[src/rtl/id_stage_pipe_pkg.sv]
// ============================================================================
// Module   : id_stage_pipe_pkg
// Brief    : Opcode constants, immediate-extension kind and field extractors
// Revision : 1.0 - initial release
// ============================================================================
`default_nettype none

package id_stage_pipe_pkg;

  localparam logic [5:0] c_op_load = 6'h23;
  localparam logic [5:0] c_op_andi = 6'h0C;
  localparam logic [5:0] c_op_ori  = 6'h0D;
  localparam logic [5:0] c_op_xori = 6'h0E;

  typedef enum logic [0:0] {
    IMM_SEXT = 1'b0,
    IMM_ZEXT = 1'b1
  } imm_ext_e;

  function automatic logic [5:0] f_opcode(input logic [31:0] instr);
    return instr[31:26];
  endfunction

  function automatic logic [4:0] f_rs(input logic [31:0] instr);
    return instr[25:21];
  endfunction

  function automatic logic [4:0] f_rt(input logic [31:0] instr);
    return instr[20:16];
  endfunction

  function automatic logic [4:0] f_rd(input logic [31:0] instr);
    return instr[15:11];
  endfunction

  function automatic logic [4:0] f_shamt(input logic [31:0] instr);
    return instr[10:6];
  endfunction

  function automatic logic [5:0] f_funct(input logic [31:0] instr);
    return instr[5:0];
  endfunction

  function automatic logic [15:0] f_imm(input logic [31:0] instr);
    return instr[15:0];
  endfunction

  function automatic logic f_is_logic_imm(input logic [5:0] op);
    return (op == c_op_andi) || (op == c_op_ori) || (op == c_op_xori);
  endfunction

endpackage

`default_nettype wire

[src/rtl/id_stage_pipe_if.sv]
// ============================================================================
// Module   : id_stage_pipe_if
// Brief    : IF/ID, WB and ID/EX signal bundle of the decode stage
// Revision : 1.0 - initial release
// ============================================================================
`default_nettype none

interface id_stage_pipe_if #(
  parameter int WORD_W = 32,
  parameter int ADDR_W = 5
);

  logic              if_valid;
  logic [WORD_W-1:0] ir;
  logic              id_ready;
  logic              flush;
  logic              wb_we;
  logic [ADDR_W-1:0] wb_addr;
  logic [WORD_W-1:0] wb_data;
  logic              ex_ready;
  logic              ex_valid;
  logic [WORD_W-1:0] ex_rdata1;
  logic [WORD_W-1:0] ex_rdata2;
  logic [WORD_W-1:0] ex_imm;
  logic [ADDR_W-1:0] ex_rs;
  logic [ADDR_W-1:0] ex_rt;
  logic [ADDR_W-1:0] ex_rd;
  logic [5:0]        ex_opcode;
  logic [4:0]        ex_shamt;
  logic [5:0]        ex_funct;

  modport master (
    output if_valid, ir, flush, wb_we, wb_addr, wb_data, ex_ready,
    input  id_ready, ex_valid, ex_rdata1, ex_rdata2, ex_imm,
           ex_rs, ex_rt, ex_rd, ex_opcode, ex_shamt, ex_funct
  );

  modport slave (
    input  if_valid, ir, flush, wb_we, wb_addr, wb_data, ex_ready,
    output id_ready, ex_valid, ex_rdata1, ex_rdata2, ex_imm,
           ex_rs, ex_rt, ex_rd, ex_opcode, ex_shamt, ex_funct
  );

endinterface

`default_nettype wire

[src/rtl/id_stage_pipe_regfile_2r1w.sv]
// ============================================================================
// Module   : regfile_2r1w
// Brief    : Two-read / one-write register file, write-first read bypass
// Revision : 1.0 - initial release
// ============================================================================
`default_nettype none

module regfile_2r1w #(
  parameter int WORD_W    = 32,
  parameter int REG_DEPTH = 32,
  parameter bit ZERO_REG  = 1'b1,
  localparam int ADDR_W   = $clog2(REG_DEPTH)
) (
  input  wire logic              clk,
  input  wire logic              rst_n,
  input  wire logic              we,
  input  wire logic [ADDR_W-1:0] waddr,
  input  wire logic [WORD_W-1:0] wdata,
  input  wire logic [ADDR_W-1:0] raddr1,
  input  wire logic [ADDR_W-1:0] raddr2,
  output logic      [WORD_W-1:0] rdata1,
  output logic      [WORD_W-1:0] rdata2
);

  logic [WORD_W-1:0] r_mem [REG_DEPTH];
  logic              w_wr_legal;
  logic              w_rd1_legal;
  logic              w_rd2_legal;
  logic              w_wr_en;

  // A power-of-two depth makes every address encodable and therefore legal.
  generate
    if (REG_DEPTH == (1 << ADDR_W)) begin : g_full_decode
      assign w_wr_legal  = 1'b1;
      assign w_rd1_legal = 1'b1;
      assign w_rd2_legal = 1'b1;
    end else begin : g_partial_decode
      assign w_wr_legal  = int'(waddr)  < REG_DEPTH;
      assign w_rd1_legal = int'(raddr1) < REG_DEPTH;
      assign w_rd2_legal = int'(raddr2) < REG_DEPTH;
    end
  endgenerate

  assign w_wr_en = we && w_wr_legal && !(ZERO_REG && (waddr == '0));

  always_ff @(posedge clk or negedge rst_n) begin
    if (!rst_n) begin
      for (int i = 0; i < REG_DEPTH; i++) begin
        r_mem[i] <= '0;
      end
    end else if (w_wr_en) begin
      r_mem[waddr] <= wdata;
    end
  end

  // Zero-register masking takes precedence over the bypass path.
  assign rdata1 = (!w_rd1_legal || (ZERO_REG && (raddr1 == '0))) ? '0 :
                  (we && (waddr == raddr1))                      ? wdata :
                                                                   r_mem[raddr1];

  assign rdata2 = (!w_rd2_legal || (ZERO_REG && (raddr2 == '0))) ? '0 :
                  (we && (waddr == raddr2))                      ? wdata :
                                                                   r_mem[raddr2];

endmodule

`default_nettype wire

[src/rtl/id_stage_pipe.sv]
// ============================================================================
// Module   : id_stage_pipe
// Brief    : Instruction decode stage with regfile, hazard stall, ID/EX reg
// Revision : 1.0 - initial release
// ============================================================================
`default_nettype none

module id_stage_pipe
  import id_stage_pipe_pkg::*;
#(
  parameter int         WORD_W     = 32,
  parameter int         REG_DEPTH  = 32,
  parameter bit         ZERO_REG   = 1'b1,
  parameter bit         ZEXT_LOGIC = 1'b1,
  parameter logic [5:0] LOAD_OP    = c_op_load,
  localparam int        ADDR_W     = $clog2(REG_DEPTH)
) (
  input wire logic         clk,
  input wire logic         rst_n,
  id_stage_pipe_if.slave   bus
);

  logic [31:0]       w_instr;
  logic [5:0]        w_opcode;
  logic [ADDR_W-1:0] w_rs;
  logic [ADDR_W-1:0] w_rt;
  logic [ADDR_W-1:0] w_rd;
  logic [WORD_W-1:0] w_rdata1;
  logic [WORD_W-1:0] w_rdata2;
  logic [WORD_W-1:0] w_imm;
  imm_ext_e          w_ext;
  logic              w_haz;
  logic              w_id_ready;
  logic              w_accept;

  logic              r_ex_valid;
  logic [WORD_W-1:0] r_ex_rdata1;
  logic [WORD_W-1:0] r_ex_rdata2;
  logic [WORD_W-1:0] r_ex_imm;
  logic [ADDR_W-1:0] r_ex_rs;
  logic [ADDR_W-1:0] r_ex_rt;
  logic [ADDR_W-1:0] r_ex_rd;
  logic [5:0]        r_ex_opcode;
  logic [4:0]        r_ex_shamt;
  logic [5:0]        r_ex_funct;

  assign w_instr  = bus.ir[31:0];
  assign w_opcode = f_opcode(w_instr);
  assign w_rs     = ADDR_W'(f_rs(w_instr));
  assign w_rt     = ADDR_W'(f_rt(w_instr));
  assign w_rd     = ADDR_W'(f_rd(w_instr));

  regfile_2r1w #(
    .WORD_W    (WORD_W),
    .REG_DEPTH (REG_DEPTH),
    .ZERO_REG  (ZERO_REG)
  ) u_regfile (
    .clk    (clk),
    .rst_n  (rst_n),
    .we     (bus.wb_we),
    .waddr  (bus.wb_addr),
    .wdata  (bus.wb_data),
    .raddr1 (w_rs),
    .raddr2 (w_rt),
    .rdata1 (w_rdata1),
    .rdata2 (w_rdata2)
  );

  assign w_ext = (ZEXT_LOGIC && f_is_logic_imm(w_opcode)) ? IMM_ZEXT : IMM_SEXT;
  assign w_imm = (w_ext == IMM_ZEXT) ? {{(WORD_W-16){1'b0}},       f_imm(w_instr)}
                                     : {{(WORD_W-16){w_instr[15]}}, f_imm(w_instr)};

  // Load result is not available until after EX; a dependent instruction waits one cycle.
  assign w_haz = r_ex_valid && (r_ex_opcode == LOAD_OP) && (r_ex_rt != '0) &&
                 ((r_ex_rt == w_rs) || (r_ex_rt == w_rt));

  assign w_id_ready = (!r_ex_valid || bus.ex_ready) && !w_haz && !bus.flush;
  assign w_accept   = bus.if_valid && w_id_ready;

  always_ff @(posedge clk or negedge rst_n) begin
    if (!rst_n) begin
      r_ex_valid  <= 1'b0;
      r_ex_rdata1 <= '0;
      r_ex_rdata2 <= '0;
      r_ex_imm    <= '0;
      r_ex_rs     <= '0;
      r_ex_rt     <= '0;
      r_ex_rd     <= '0;
      r_ex_opcode <= '0;
      r_ex_shamt  <= '0;
      r_ex_funct  <= '0;
    end else if (bus.flush) begin
      r_ex_valid <= 1'b0;
    end else if (!r_ex_valid || bus.ex_ready) begin
      r_ex_valid <= w_accept;
      if (w_accept) begin
        r_ex_rdata1 <= w_rdata1;
        r_ex_rdata2 <= w_rdata2;
        r_ex_imm    <= w_imm;
        r_ex_rs     <= w_rs;
        r_ex_rt     <= w_rt;
        r_ex_rd     <= w_rd;
        r_ex_opcode <= w_opcode;
        r_ex_shamt  <= f_shamt(w_instr);
        r_ex_funct  <= f_funct(w_instr);
      end
    end
  end

  assign bus.id_ready  = w_id_ready;
  assign bus.ex_valid  = r_ex_valid;
  assign bus.ex_rdata1 = r_ex_rdata1;
  assign bus.ex_rdata2 = r_ex_rdata2;
  assign bus.ex_imm    = r_ex_imm;
  assign bus.ex_rs     = r_ex_rs;
  assign bus.ex_rt     = r_ex_rt;
  assign bus.ex_rd     = r_ex_rd;
  assign bus.ex_opcode = r_ex_opcode;
  assign bus.ex_shamt  = r_ex_shamt;
  assign bus.ex_funct  = r_ex_funct;

endmodule

`default_nettype wire

[src/flat_wrapper.sv]
// flat-port wrapper written by rule: the top's interface ports become plain ports
module id_stage_pipe_flat import id_stage_pipe_pkg::*;
#(
  parameter int         WORD_W     = 32,
  parameter int         REG_DEPTH  = 32,
  parameter bit         ZERO_REG   = 1'b1,
  parameter bit         ZEXT_LOGIC = 1'b1,
  parameter logic [5:0] LOAD_OP    = c_op_load,
  localparam int        ADDR_W     = $clog2(REG_DEPTH)
)
  (clk, rst_n, bus_if_valid, bus_ir, bus_flush, bus_wb_we, bus_wb_addr, bus_wb_data, bus_ex_ready, bus_id_ready, bus_ex_valid, bus_ex_rdata1, bus_ex_rdata2, bus_ex_imm, bus_ex_rs, bus_ex_rt, bus_ex_rd, bus_ex_opcode, bus_ex_shamt, bus_ex_funct);
  id_stage_pipe_if #(.WORD_W(WORD_W), .ADDR_W(5)) bus_i ();
  input wire logic clk;
  input wire logic rst_n;
  input wire logic [$bits(bus_i.if_valid)-1:0] bus_if_valid;
  input wire logic [$bits(bus_i.ir)-1:0] bus_ir;
  input wire logic [$bits(bus_i.flush)-1:0] bus_flush;
  input wire logic [$bits(bus_i.wb_we)-1:0] bus_wb_we;
  input wire logic [$bits(bus_i.wb_addr)-1:0] bus_wb_addr;
  input wire logic [$bits(bus_i.wb_data)-1:0] bus_wb_data;
  input wire logic [$bits(bus_i.ex_ready)-1:0] bus_ex_ready;
  output wire logic [$bits(bus_i.id_ready)-1:0] bus_id_ready;
  output wire logic [$bits(bus_i.ex_valid)-1:0] bus_ex_valid;
  output wire logic [$bits(bus_i.ex_rdata1)-1:0] bus_ex_rdata1;
  output wire logic [$bits(bus_i.ex_rdata2)-1:0] bus_ex_rdata2;
  output wire logic [$bits(bus_i.ex_imm)-1:0] bus_ex_imm;
  output wire logic [$bits(bus_i.ex_rs)-1:0] bus_ex_rs;
  output wire logic [$bits(bus_i.ex_rt)-1:0] bus_ex_rt;
  output wire logic [$bits(bus_i.ex_rd)-1:0] bus_ex_rd;
  output wire logic [$bits(bus_i.ex_opcode)-1:0] bus_ex_opcode;
  output wire logic [$bits(bus_i.ex_shamt)-1:0] bus_ex_shamt;
  output wire logic [$bits(bus_i.ex_funct)-1:0] bus_ex_funct;
  assign bus_i.if_valid = bus_if_valid;
  assign bus_i.ir = bus_ir;
  assign bus_i.flush = bus_flush;
  assign bus_i.wb_we = bus_wb_we;
  assign bus_i.wb_addr = bus_wb_addr;
  assign bus_i.wb_data = bus_wb_data;
  assign bus_i.ex_ready = bus_ex_ready;
  assign bus_id_ready = bus_i.id_ready;
  assign bus_ex_valid = bus_i.ex_valid;
  assign bus_ex_rdata1 = bus_i.ex_rdata1;
  assign bus_ex_rdata2 = bus_i.ex_rdata2;
  assign bus_ex_imm = bus_i.ex_imm;
  assign bus_ex_rs = bus_i.ex_rs;
  assign bus_ex_rt = bus_i.ex_rt;
  assign bus_ex_rd = bus_i.ex_rd;
  assign bus_ex_opcode = bus_i.ex_opcode;
  assign bus_ex_shamt = bus_i.ex_shamt;
  assign bus_ex_funct = bus_i.ex_funct;
  id_stage_pipe #(.WORD_W(WORD_W), .REG_DEPTH(REG_DEPTH), .ZERO_REG(ZERO_REG), .ZEXT_LOGIC(ZEXT_LOGIC), .LOAD_OP(LOAD_OP)) u_core (.clk(clk), .rst_n(rst_n), .bus(bus_i));
endmodule
[config.mk]
export PLATFORM = sky130hd
export DESIGN_NAME = id_stage_pipe_flat
export DESIGN_NICKNAME = d
export VERILOG_FILES = /design/src/rtl/id_stage_pipe_pkg.sv /design/src/rtl/id_stage_pipe_if.sv /design/src/rtl/id_stage_pipe_regfile_2r1w.sv /design/src/rtl/id_stage_pipe.sv /design/src/flat_wrapper.sv
export SDC_FILE = /design/constraint.sdc
export NUM_CORES = 2
export LEC_CHECK = 0
export CAP_MARGIN = 20
export CORE_MARGIN = 4
export CORE_UTILIZATION = 35
export CTS_BUF_LIST = sky130_fd_sc_hd__clkbuf_4 sky130_fd_sc_hd__clkbuf_8 sky130_fd_sc_hd__clkbuf_16
export CTS_CLUSTER_DIAMETER = 30
export DETAILED_ROUTE_END_ITERATION = 16
export GPL_ROUTABILITY_DRIVEN = 0
export GPL_TIMING_DRIVEN = 0
export PLACE_DENSITY_LB_ADDON = 0.2
export SLEW_MARGIN = 20
export SYNTH_ARGS = -nofsm -noshare
export SYNTH_HDL_FRONTEND = slang
export SYNTH_SLANG_ARGS = --single-unit
[constraint.sdc]
create_clock -name clk -period 2.33 [get_ports clk]
set_input_delay 0.466 -clock clk [delete_from_list [all_inputs] [get_ports clk]]
set_output_delay 0.466 -clock clk [all_outputs]
set_load 0.01 [all_outputs]
==> results.md <==
- Cell depth of the worst flop-to-flop path: 10
- Initial DRC Count: 3271
- Residual DRC: 0
- Mapped Area: 58300 um2
- Critical Path, Cell by Cell: or4_4 > nor2_4 > nor4_2 > nor3_1 > buf_2
- VDD IR-drop max: 0.581 mV
- Detail Placement HPWL: 147 mm
- Die Y: 416 um
- Synth top area share: 48.1%
- Critical path's slowest cell: or4_4
- Port Buf Inserts: 191
- Number of global-route vias before repair: 40200
- Failing checks: negative hold slack, negative setup slack
- Post-synth EDFFs: 0
- Vias per Instance: 5.85
- Fin nets: 4201
- First-pass GRT wire length: 307 mm
- Core ar.: 165000 um2
- Number of fill cells: 14400
- Slowest cell delay on critical path: 0.57 ns
- Share of synthesized flip-flops with an asynchronous set or reset: 100%
- Final hold slack: -0.238 ns
- Worst slew pin tran: 1.27 ns
- Final ANT Viol Nets: 0
- Die area: 173000 um2
- Yosys cell types: 48
- Unrepaired setup endpoints after global routing: true
- Critical Path Sink Type: output port
- Synth top area cells: dfrtp_1 (48%), mux4_2 (24%), mux2_2 (18%)
- Clock skew: 0.0718 ns
- Initial antenna violation count: 8
- Synth Register Bits: 1122
- WL per Instance: 33.3 um
- Setup TNS Final: -29.27 ns
- Avg Cell Area, Syn: 16.3 um2
- Vias: 38300
- TritonCTS Buffers: 319
- Multi-input gate area: 28800 um2
- GRT Total Usage: 24.9%
- Worst-path maximum fanout: 4
- Largest net degree at the start of global routing: 132
- Final worst slack: -0.585 ns
- CTS tree: built
- Status: finished, violations left
- Syn Inst Count: 3577
- Tmin final: 2.92 ns
- Hold Vio Cnt, Final: 359
- Clock latency on the worst-skew pair: 0.91 ns
- Synth Net Count: 3652
- Row Count: 149
- # clock sinks: 1122
- Relative slew slack: 15.2%
- Placed inst area: 64000 um2
- LEAKAGE: 0.0331 uW
- Clock Path Buffers: 4
- Final setup viols: 105
- Die Span X: 416 um
- WS Path Type: reg2out
- DRT Pass-1 Iters: 5
- I/O pin cnt: 205
- Main synth FF type: dfrtp_1
- Required @ worst endpoint: 1.86 ns
- Gr ovfl total: 0
- Fmax: 343 MHz
- Util after Layout: 46.3%
- Max Cap Violations: 0
- Reg2Reg Setup Slack: -0.45 ns
- Power, Total: 84400 uW
- Initial core utilization: 35.3%
- Max Slew Vio Count: 0
- Sequential-to-total area share from yosys stat: 48.1%
- Clock transition at path regs: 0.04 ns
- Area grow syn2layout: 31.2%
- Register area: 28100 um2
- Fin area: 76500 um2
- PwrDens: 1100 nW/um2
- Layout cells sized above 1: 57.3%
- Yosys top cell by area: dfrtp_1
- DRT Wirelength: 218 mm
- Clock Root Buffer: clkbuf_16
- Hold buffer count at CTS: 4
- Crit path DAT: 2.45 ns
- Period utilization: 125%
- Yosys warnings: 0
- Hold Crit Class: in2async
- Htree depth: 5
- CP Launch Type: flop
-- timing repair --
action / CTS / global route
endpoints found under the hold margin: 258 / 359
gates resized for setup: 134 / 282
setup endpoints to repair: 317 / 386
setup buffers: 2 / 15
pin swaps: 4 / 54
cloned: 0 / 7
-- metrics by stage --
| step | worst slack [ns] | std cells |
|---|---|---|
| after floorplan | -0.150 | 3577 |
| after global placement | -53.04 | 5957 |
| after detailed placement | -2.32 | 5966 |
| after CTS | -0.634 | 6526 |
| after global routing | -0.673 | 6549 |
| final | -0.585 | 6558 |
-- cell type report --
type | count | share of cell area [%]
Antenna cell | 10 | 0.0327
Buffer | 443 | 4.05
Clock buffer | 437 | 12.3
Clock inverter | 117 | 2.10
Inverter | 1 | 0.00491
Multi-Input combinational cell | 2010 | 37.7
Sequential cell | 1122 | 36.7
Tap cell | 2189 | 3.58
Timing Repair Buffer | 229 | 3.46
-- report_power, final --
part | switching [uW] | total (uW) | internal [uW]
logic | 5490 | 13700 | 8250
registers | 2850 | 26200 | 23400
clock network | 12600 | 44500 | 31900
-- routing by layer --
layer | global-route usage (%) | wire (um) | up-vias
li1 | - | - | 15200
met1 | 33.1 | 90300 | 21000
met2 | 39.6 | 103000 | 1621
met3 | 5.65 | 15700 | 485
met4 | 10.1 | 8950 | 4
met5 | 0 | 34 | -
-- sequential cells by signal, summed over array words and instances (netlist names) --
name	flops
u_core.bus.ex_rdata1	32
u_core.bus.ex_shamt	4
u_core.bus.ex_rs	5
u_core.bus.ex_opcode	6
u_core.bus.ex_rd	4
u_core.u_regfile.r_mem	1024
u_core.bus.ex_rt	5
u_core.bus.ex_rdata2	32
u_core.bus.ex_valid	1
u_core.bus.ex_funct	5
u_core.bus.ex_imm	4
-- logic make-up (layout without fill, tap and decap cells) --
| logic type | after synthesis | in the layout | synth area share [%] |
|---|---|---|---|
| buffers and inverters | 445 | 1227 | 3.25 |
| and+or+nand+nor | 171 | 171 | 1.57 |
| xor gates and xnor gates | 20 | 20 | 0.300 |
| other | 0 | 10 | 0 |
| muxes | 1726 | 1726 | 45.3 |
| AOI/OAI and AO/OA | 93 | 93 | 1.44 |
| DFF | 1122 | 1122 | 48.1 |
-- layout by cell type, fill, tap and decap left out, drive strengths merged, types with 36 or more instances in the layout --
cell and count:
dfrtp 1122, mux2 1064, clkbuf 703, mux4 624, buf 229, clkdlybuf4s50 120
a221o 62, clkinv 55, mux2i 38, nor3 38, bufinv 36
-- critical path: cells and delay by family, from the launching register on --
kind	cells	cell delay (ns)
buffers and inverters	1	0.17
DFF	1	0.48
and+or+nand+nor	4	0.95
-- Yosys cell counts (3+ instances only) --
library cell and count:
nor4_1 9, nor2_1 26, nand2_1 25, o21ai_1 5, clkbuf_1 288, and2_1 30
a211oi_1 5, nand3b_1 5, nand2b_1 4, mux2i_1 38, mux4_2 624, buf_2 53
buf_6 3, mux2_2 926, nor3_1 38, mux2_1 138, xor2_1 18, a21oi_1 3
a2111oi_0 3, buf_4 36, nand3_1 7, nor2b_1 9, nor3b_1 7, buf_1 64
dfrtp_1 1122, a221o_1 62
-- worst paths after layout --
check,startpoint,to
worst max-delay path,u_core.bus.ex_rt[0]$_DFFE_PN0P_,bus_id_ready
worst min-delay path,rst_n,u_core.u_regfile.r_mem[124]$_DFFE_PN0P_
worst max register to register,u_core.bus.ex_rt[1]$_DFFE_PN0P_,u_core.bus.ex_rdata1[22]$_DFFE_PN0P_
worst min register to register,u_core.u_regfile.r_mem[1000]$_DFFE_PN0P_,u_core.u_regfile.r_mem[1000]$_DFFE_PN0P_
max in group asynchronous,rst_n,u_core.u_regfile.r_mem[13]$_DFFE_PN0P_
min in group clk,bus_ir[4],u_core.bus.ex_funct[4]$_DFFE_PN0P_
(Power assumes the default switching activity.)
